## src/rtl/serial_adder.sv

```systemverilog
// Bit-serial adder: captures two WIDTH-bit operands plus carry-in, adds them
// LSB-first one bit per clock, then holds the result under a valid/ready handshake.
//
// state | meaning
// IDLE  | waiting for an operand set, in_ready high
// RUN   | one full-add per cycle, shifting operands and partial sum right
// DONE  | result presented on sum/cout with out_valid high until taken
module serial_adder #(
    parameter int WIDTH = 8
) (
    input  logic             clk,
    input  logic             rstn,
    input  logic             in_valid,
    output logic             in_ready,
    input  logic [WIDTH-1:0] a,
    input  logic [WIDTH-1:0] b,
    input  logic             cin,
    output logic             out_valid,
    input  logic             out_ready,
    output logic [WIDTH-1:0] sum,
    output logic             cout,
    output logic             busy
);

    localparam int CW = $clog2(WIDTH + 1);
    localparam logic [CW-1:0] LAST = CW'(WIDTH - 1);

    typedef enum logic [1:0] {IDLE, RUN, DONE} state_t;

    state_t           state;
    logic [WIDTH-1:0] a_sh;
    logic [WIDTH-1:0] b_sh;
    logic [WIDTH-1:0] sum_sh;
    logic             carry;
    logic [CW-1:0]    cnt;

    logic             ha_s;
    logic             ha_c;
    logic             bit_s;
    logic             bit_c;
    logic [WIDTH-1:0] sum_next;

    // Two half-add cells form the full adder; the new sum bit enters at the MSB.
    always_comb begin
        ha_s               = a_sh[0] ^ b_sh[0];
        ha_c               = a_sh[0] & b_sh[0];
        bit_s              = ha_s ^ carry;
        bit_c              = ha_c | (carry & ha_s);
        sum_next           = sum_sh >> 1;
        sum_next[WIDTH-1]  = bit_s;
    end

    always_ff @(posedge clk or negedge rstn) begin
        if (!rstn) begin
            state     <= IDLE;
            a_sh      <= '0;
            b_sh      <= '0;
            sum_sh    <= '0;
            carry     <= 1'b0;
            cnt       <= '0;
            in_ready  <= 1'b1;
            out_valid <= 1'b0;
            busy      <= 1'b0;
            sum       <= '0;
            cout      <= 1'b0;
        end else begin
            case (state)
                IDLE: begin
                    if (in_valid) begin
                        a_sh     <= a;
                        b_sh     <= b;
                        carry    <= cin;
                        sum_sh   <= '0;
                        cnt      <= '0;
                        state    <= RUN;
                        in_ready <= 1'b0;
                        busy     <= 1'b1;
                    end
                end
                RUN: begin
                    a_sh   <= a_sh >> 1;
                    b_sh   <= b_sh >> 1;
                    sum_sh <= sum_next;
                    carry  <= bit_c;
                    cnt    <= cnt + CW'(1);
                    // Output registers load only on the last bit so they keep
                    // the previous result while a new add is in flight.
                    if (cnt == LAST) begin
                        state     <= DONE;
                        out_valid <= 1'b1;
                        sum       <= sum_next;
                        cout      <= bit_c;
                    end
                end
                DONE: begin
                    if (out_ready) begin
                        state     <= IDLE;
                        out_valid <= 1'b0;
                        in_ready  <= 1'b1;
                        busy      <= 1'b0;
                    end
                end
                default: begin
                    state     <= IDLE;
                    in_ready  <= 1'b1;
                    out_valid <= 1'b0;
                    busy      <= 1'b0;
                end
            endcase
        end
    end

endmodule

```

## config.mk

```make
export PLATFORM = sky130hd
export DESIGN_NAME = serial_adder
export DESIGN_NICKNAME = d
export VERILOG_FILES = /design/src/rtl/serial_adder.sv
export SDC_FILE = /design/constraint.sdc
export NUM_CORES = 1
export LEC_CHECK = 0
export BUFFER_PORTS_ARGS = -buffer_cell sky130_fd_sc_hd__buf_2
export CAP_MARGIN = 30
export CELL_PAD_IN_SITES_DETAIL_PLACEMENT = 1
export CELL_PAD_IN_SITES_GLOBAL_PLACEMENT = 1
export CORE_AREA = 2 2 68 70
export DETAILED_ROUTE_END_ITERATION = 6
export DIE_AREA = 0 0 70 72
export GPL_ROUTABILITY_DRIVEN = 0
export GPL_TIMING_DRIVEN = 0
export PLACE_DENSITY_LB_ADDON = 0.12
export SETUP_SLACK_MARGIN = 0.3
export SYNTH_ARGS = -nofsm -noshare
export SYNTH_HDL_FRONTEND = slang
export SYNTH_SLANG_ARGS = --single-unit
```

## constraint.sdc

```tcl
create_clock -name clk -period 3.3 [get_ports clk]
set_clock_uncertainty 0.05 [all_clocks]
set_input_delay 0.495 -clock clk [delete_from_list [all_inputs] [get_ports clk]]
set_output_delay 0.495 -clock clk [all_outputs]
set_load 0.01 [all_outputs]
```

==> results of run 1 <==
## cell families after synthesis
| kind of cell | Yosys count |
|---|---|
| AO/OA/AOI/OAI | 67 |
| adder cells (fa/ha/maj) | 2 |
| buffers and inverters | 15 |
| flip-flops | 42 |
| multiplexers | 10 |
| AND/OR/NAND/NOR | 34 |
## path summary, 6_finish.rpt
check                       endpoint  slack (ps)  depth (start not counted)
hold reg to reg            out_valid         430                          1
max in group asynchronous   in_ready        2200                          3
setup reg to reg              sum[6]        1720                          5
hold / removal               a_sh[6]         430                          3
min in group asynchronous     cnt[0]         510                          2
setup / recovery              sum[6]        1720                          5
## cell usage in the layout (no fill, tap or decap), types with 3 or more instances in the layout
| cell type | netlist | layout |
|---|---|---|
| clkbuf_1 | 5 | 5 |
| a22oi_1 | 14 | 14 |
| dfrtp_1 | 41 | 41 |
| nor2_1 | 5 | 5 |
| a22o_1 | 9 | 9 |
| and2b_1 | 8 | 8 |
| o21ai_0 | 19 | 19 |
| nand2_1 | 6 | 6 |
| clkbuf_8 | 0 | 5 |
| buf_6 | 3 | 3 |
| a21oi_1 | 19 | 19 |
| nor2b_1 | 10 | 10 |
| mux2_2 | 9 | 9 |
| buf_2 | 4 | 36 |
## per-layer routing
metal / up-vias / wire [µm] / track usage
met5: - / 0 / 0
met4: 0 / 72 / 0.0705
met3: 8 / 165 / 0.0361
met2: 32 / 2410 / 0.359
met1: 739 / 2060 / 0.261
li1: 691 / - / -
## tightest hold or removal path, cell delays in order
cell and delay (ps):
buf_2 70, a21oi_1 40, o21ai_0 130
## layout make-up
type                    instances  area (µm²)
multi-input cells             113         778
clock inverters                 2        10.0
plain buffers                  13        80.1
inverters                       2        7.51
flip-flops and latches         42        1050
fillers                       476        2010
repair buffers                 34         190
clock buffers                   5        68.8
well taps                      52        65.1
## metrics by stage
stage / cell area [µm²] / total power [µW] / util / hold WS, ps
final: 2250 / 1900 / 0.528 / 433
after global routing: 2250 / 2050 / 0.528 / 443
after CTS: 2220 / 1920 / 0.521 / 319
after detailed placement: 2140 / 1610 / 0.503 / 422
after global placement: 2140 / 1540 / 0.503 / 413
after floorplan: 1920 / 1340 / - / 149
## registers in the layout (all words and copies together) (netlist names)
name / count
a_sh: 8
b_sh: 8
busy: 1
carry: 1
cnt: 4
cout: 1
in_ready: 1
out_valid: 1
state: 2
sum: 8
sum_sh: 7
## where the power goes
part / internal [µW] / switching (µW) / total (µW)
clock network: 142 / 175 / 317
logic: 339 / 362 / 701
registers: 724 / 160 / 883
==> impl_metrics.tcl, run 1 <==
set metrics [dict create \
    path_class "reg -> reg" \
    yosys.area_share.simple 0.111 \
    clock.fmax_mhz 632 \
    dp_hpwl_um 3340 \
    die_w_um 70 \
    cts_htree_levels 2 \
    peakVddDrop_mv 0.269 \
    drv_slew 0 \
    synth_area_per_cell_um2 11.3 \
    wl_per_cell_um 17.9 \
    cts.path.max_buffers 2 \
    synth_top_family_by_area "compound AO/OA/AOI/OAI gates" \
    synth_top_area_frac 0.535 \
    dr.pass1.iters 4 \
    synthXorXnorAreaFrac 0 \
    crit_required_ps 3430 \
    antennaDiodeCount 0 \
    layout_setup_ws_ps 1720 \
    netlist_top_cells_count "41 x dfrtp_1, 19 x a21oi_1, 19 x o21ai_0" \
    tightest_slew_ps 515 \
    ys_async_sr_fraction 1.00 \
    finalSetupTns_ps 0 \
    ys_types 28 \
    start_util 0.450 \
    synth.area.mux_share 0.0587 \
    maxCapViolCount 0 \
    cts_setup_buffers 0 \
    grt_pass1_vias 1590 \
    worst-path-buf-inv 1 \
    crit_path_start_kind "register" \
    ctsHoldBuffers 0 \
    via_per_inst 5.59 \
    final_net_count 234 \
    run_status "finished, final reports clean" \
    rsz0062_at_grt "no" \
    cts_tree "built" \
    setup_viol 0 \
    row_count 24 \
    synth-edff-count 0 \
    num_vias 1470 \
    powerDensity_nw_per_um2 844 \
    overflow 0 \
    rr_startpoint "cnt[0]" \
    crit_start "cnt[0]" \
    grt_antenna_before_repair 0 \
    insertion_delay_ps 300 \
    yosys_register_bits 42 \
    syn-instance-count 170 \
    hp-start "a[6]" \
    fin_crit_ps 1580 \
    ios 33 \
    drive_gt1_frac 0.284 \
    core-area_um2 4260 \
    crit_chain "ha_1, nand2_1, nor3_4, buf_6, mux2_2" \
    synth.yosys.warnings 0 \
    die_height_um 72 \
    die_area_um2 5040 \
    grt_pass1_wl_um 8070 \
    cp_max_fo 10 \
    finalNonFillerCells 263 \
    synth_compound_area_frac 0.219 \
    arrival_ps 1710 \
    clk_pin_slew_ps 70 \
    relSlewSlack 0.657 \
    grt_max_degree 43 \
    critPathSlowestCell "dfrtp_1" \
    synth_fa_ha_area_frac 0.0170 \
    cts_inserted_buffers 5 \
    crit_family "flip-flops" \
    routed_wl_um 4710 \
    cp-end-kind "register" \
    synth_area_um2 1920 \
    cts_root_buffer "clkbuf_8" \
    synth_most_common_cell "dfrtp_1" \
    post_cts_resized 0 \
    yosysTopAreaCell "dfrtp_1" \
    power_leakage_uw 0.00109 \
    syn_to_final_growth_pct 17.4 \
    grt_use_total 0.206 \
    post-place-ws_ps 1560 \
    cpPeakStageDelay_ps 400 \
    dp_cells 254 \
    hold_path_class "in -> reg" \
    drc 0 \
    cts_sinks 42 \
    portBuffers 32 \
    finalHoldViolations 0 \
    ant_nets 0 \
    syn_nets 193 \
    synth_area_leaders "dfrtp_1 53%, a22oi_1 5.5%, mux2_2 5.3%" \
    synth-main-ff-cell "dfrtp_1" \
    drt_iter0_drc 81 \
    seq_area_frac_synth 0.549 \
    min_period_over_period 0.479 \
]
No activity file was read; power rests on OpenSTA's default activity.
==> run 2, diff against run 1 <==
CORE_AREA = 2 2 70 72   (was 2 2 68 70)
DIE_AREA = 0 0 72 74   (was 0 0 70 72)
clock period = 1.5 ns   (was 3.3 ns; I/O delays follow)
==> impl_metrics.tcl, run 2 (same netlist as run 1, synthesis figures left out) <==
set metrics [dict create \
    clock.fmax_mhz 650 \
    violations "setup timing" \
    multiInputGateArea_um2 1000 \
    post-place-ws_ps -74.9 \
    hold_path_class "in -> reg" \
    dp_hpwl_um 3250 \
    ios 33 \
    core-area_um2 4600 \
    dr.pass1.iters 4 \
    routed_wl_um 5430 \
    die_w_um 72 \
    peakVddDrop_mv 0.653 \
    finalHoldViolations 0 \
    final_net_count 254 \
    num_vias 1568 \
    crit_required_ps 1640 \
    setup_viol 9 \
    finalNonFillerCells 286 \
    crit_path_start_kind "register" \
    portBuffers 32 \
    grt_pass1_vias 1759 \
    fill_cells 492 \
    grt_pass1_wl_um 8890 \
    layout_common_cells "41 x dfrtp_1, 31 x buf_2, 16 x buf_6" \
    reg2reg_to "sum[1]" \
    crit_chain "buf_6, nand2b_4, nor3_4, buf_6, mux2_4" \
    ant_nets 0 \
    insertion_delay_ps 300 \
    cp_common_cell "buf_6" \
    crit_start "state[1]" \
    worst-path-buf-inv 2 \
    dp_cells 256 \
    drive_gt1_frac 0.522 \
    cp-end-kind "register" \
    fin_crit_ps 1540 \
    cts_inserted_buffers 5 \
    cp-endpoint "sum[1]" \
    cts_root_buffer "clkbuf_8" \
    min_period_over_period 1.03 \
    cts.path.max_buffers 2 \
    crit_family "simple AND/OR/NAND/NOR gates" \
    cts_tree "built" \
    drc 0 \
    drv_slew 0 \
    die_area_um2 5330 \
    finalSetupTns_ps -191 \
    syn_to_final_growth_pct 44.0 \
    cts_sinks 42 \
    row_count 25 \
    wl_per_cell_um 19.0 \
    seqCellArea_um2 1050 \
    grt_use_total 0.221 \
    rsz0062_at_grt "yes" \
    reg_top3 "a_sh: 8 flops, b_sh: 8 flops, sum: 8 flops" \
    hp-start "a[3]" \
    clk_pin_slew_ps 90 \
    power_leakage_uw 0.00131 \
    relSlewSlack 0.645 \
    rr_startpoint "state[1]" \
    final_common_cell "dfrtp_1" \
    cts_htree_levels 2 \
    maxCapViolCount 0 \
    run_status "complete, but fails checks" \
    antennaDiodeCount 0 \
    path_depth 5 \
    grt_antenna_before_repair 0 \
    grt_max_degree 43 \
    layout_setup_ws_ps -38.4 \
    start_util 0.417 \
    worstRegToRegCells 5 \
    cpPeakStageDelay_ps 380 \
    die_height_um 74 \
    drt_iter0_drc 46 \
    overflow 0 \
    powerDensity_nw_per_um2 1850 \
    r2r_slack_ps -40 \
    path_class "reg -> reg" \
    cp_max_fo 5 \
    critPathSlowestCell "dfrtp_1" \
    arrival_ps 1680 \
    via_per_inst 5.48 \
    tightest_slew_ps 533 \
]
==> run 2: cell count changes in the layout (fill, tap and decap cells not counted), moves of 4 or more <==
| cell | change |
|---|---|
| a21oi_1 | -18 |
| buf_6 | +13 |
| mux2_2 | -9 |
| mux2_4 | +10 |
| buf_2 | -5 |
| o21ai_1 | +15 |
| nand2_1 | -4 |
| a21oi_2 | +15 |
| buf_4 | +9 |
| o21ai_0 | -18 |
==> run 2: timing repair <==
| action | in CTS | in global routing |
|---|---|---|
| endpoints found under the hold margin | 0 | 20 |
| setup buffers | 10 | 7 |
| gates cloned | 3 | 0 |
| gates resized for setup | 61 | 29 |
| hold buffers | 0 | 1 |
| endpoints found under the setup margin | 43 | 43 |
| pin swaps | 22 | 11 |
==> run 2: report_power, final <==
part	switching [µW]	leakage, µW	total [µW]	internal, µW
clock	436	0.0000408	769	333
sequential	377	0.000542	1970	1590
combinational	1070	0.000723	2380	1300
==> run 2: tightest hold or removal path: cells and delay by family <==
kind	cells	cell delay, ps
compound gates	2	160
buf+inv	1	90
==> run 2: metal layers <==
| metal | track usage | wire length, µm |
|---|---|---|
| met3 | 0.0366 | 147 |
| met4 | 0.0566 | 76 |
| met1 | 0.269 | 2300 |
| met5 | 0 | 0 |
| met2 | 0.409 | 2910 |
==> run 2: area by class of cell <==
cell class / instances / share of cell area
clock inverter: 3 / 0.00861
buffer: 13 / 0.0440
sequential: 42 / 0.381
tap: 54 / 0.0245
timing repair buffer: 54 / 0.152
multi-input combinational: 113 / 0.362
inverter: 2 / 0.00272
clock buffer: 5 / 0.0249
==> run 2: how the worst min path moves through the flow <==
stage,cells past startpoint,slack [ps],end
2_1_floorplan,0,-120,a_sh[0]
3_3_place_gp,1,370,cnt[3]
3_5_place_dp,1,380,cnt[3]
4_1_cts,1,40,sum[6]
5_1_grt,3,160,a_sh[2]
6_report,3,150,a_sh[3]
==> run 2: stage by stage <==
step / utilization / power (µW) / hold slack [ps] / instance area, µm²
2_1_floorplan: - / 3070 / -121 / 1970
3_3_place_gp: 0.477 / 3510 / 369 / 2190
3_5_place_dp: 0.477 / 3610 / 381 / 2190
4_1_cts: 0.556 / 4800 / 44.7 / 2550
5_1_grt: 0.601 / 5480 / 165 / 2760
6_report: 0.601 / 5110 / 148 / 2760
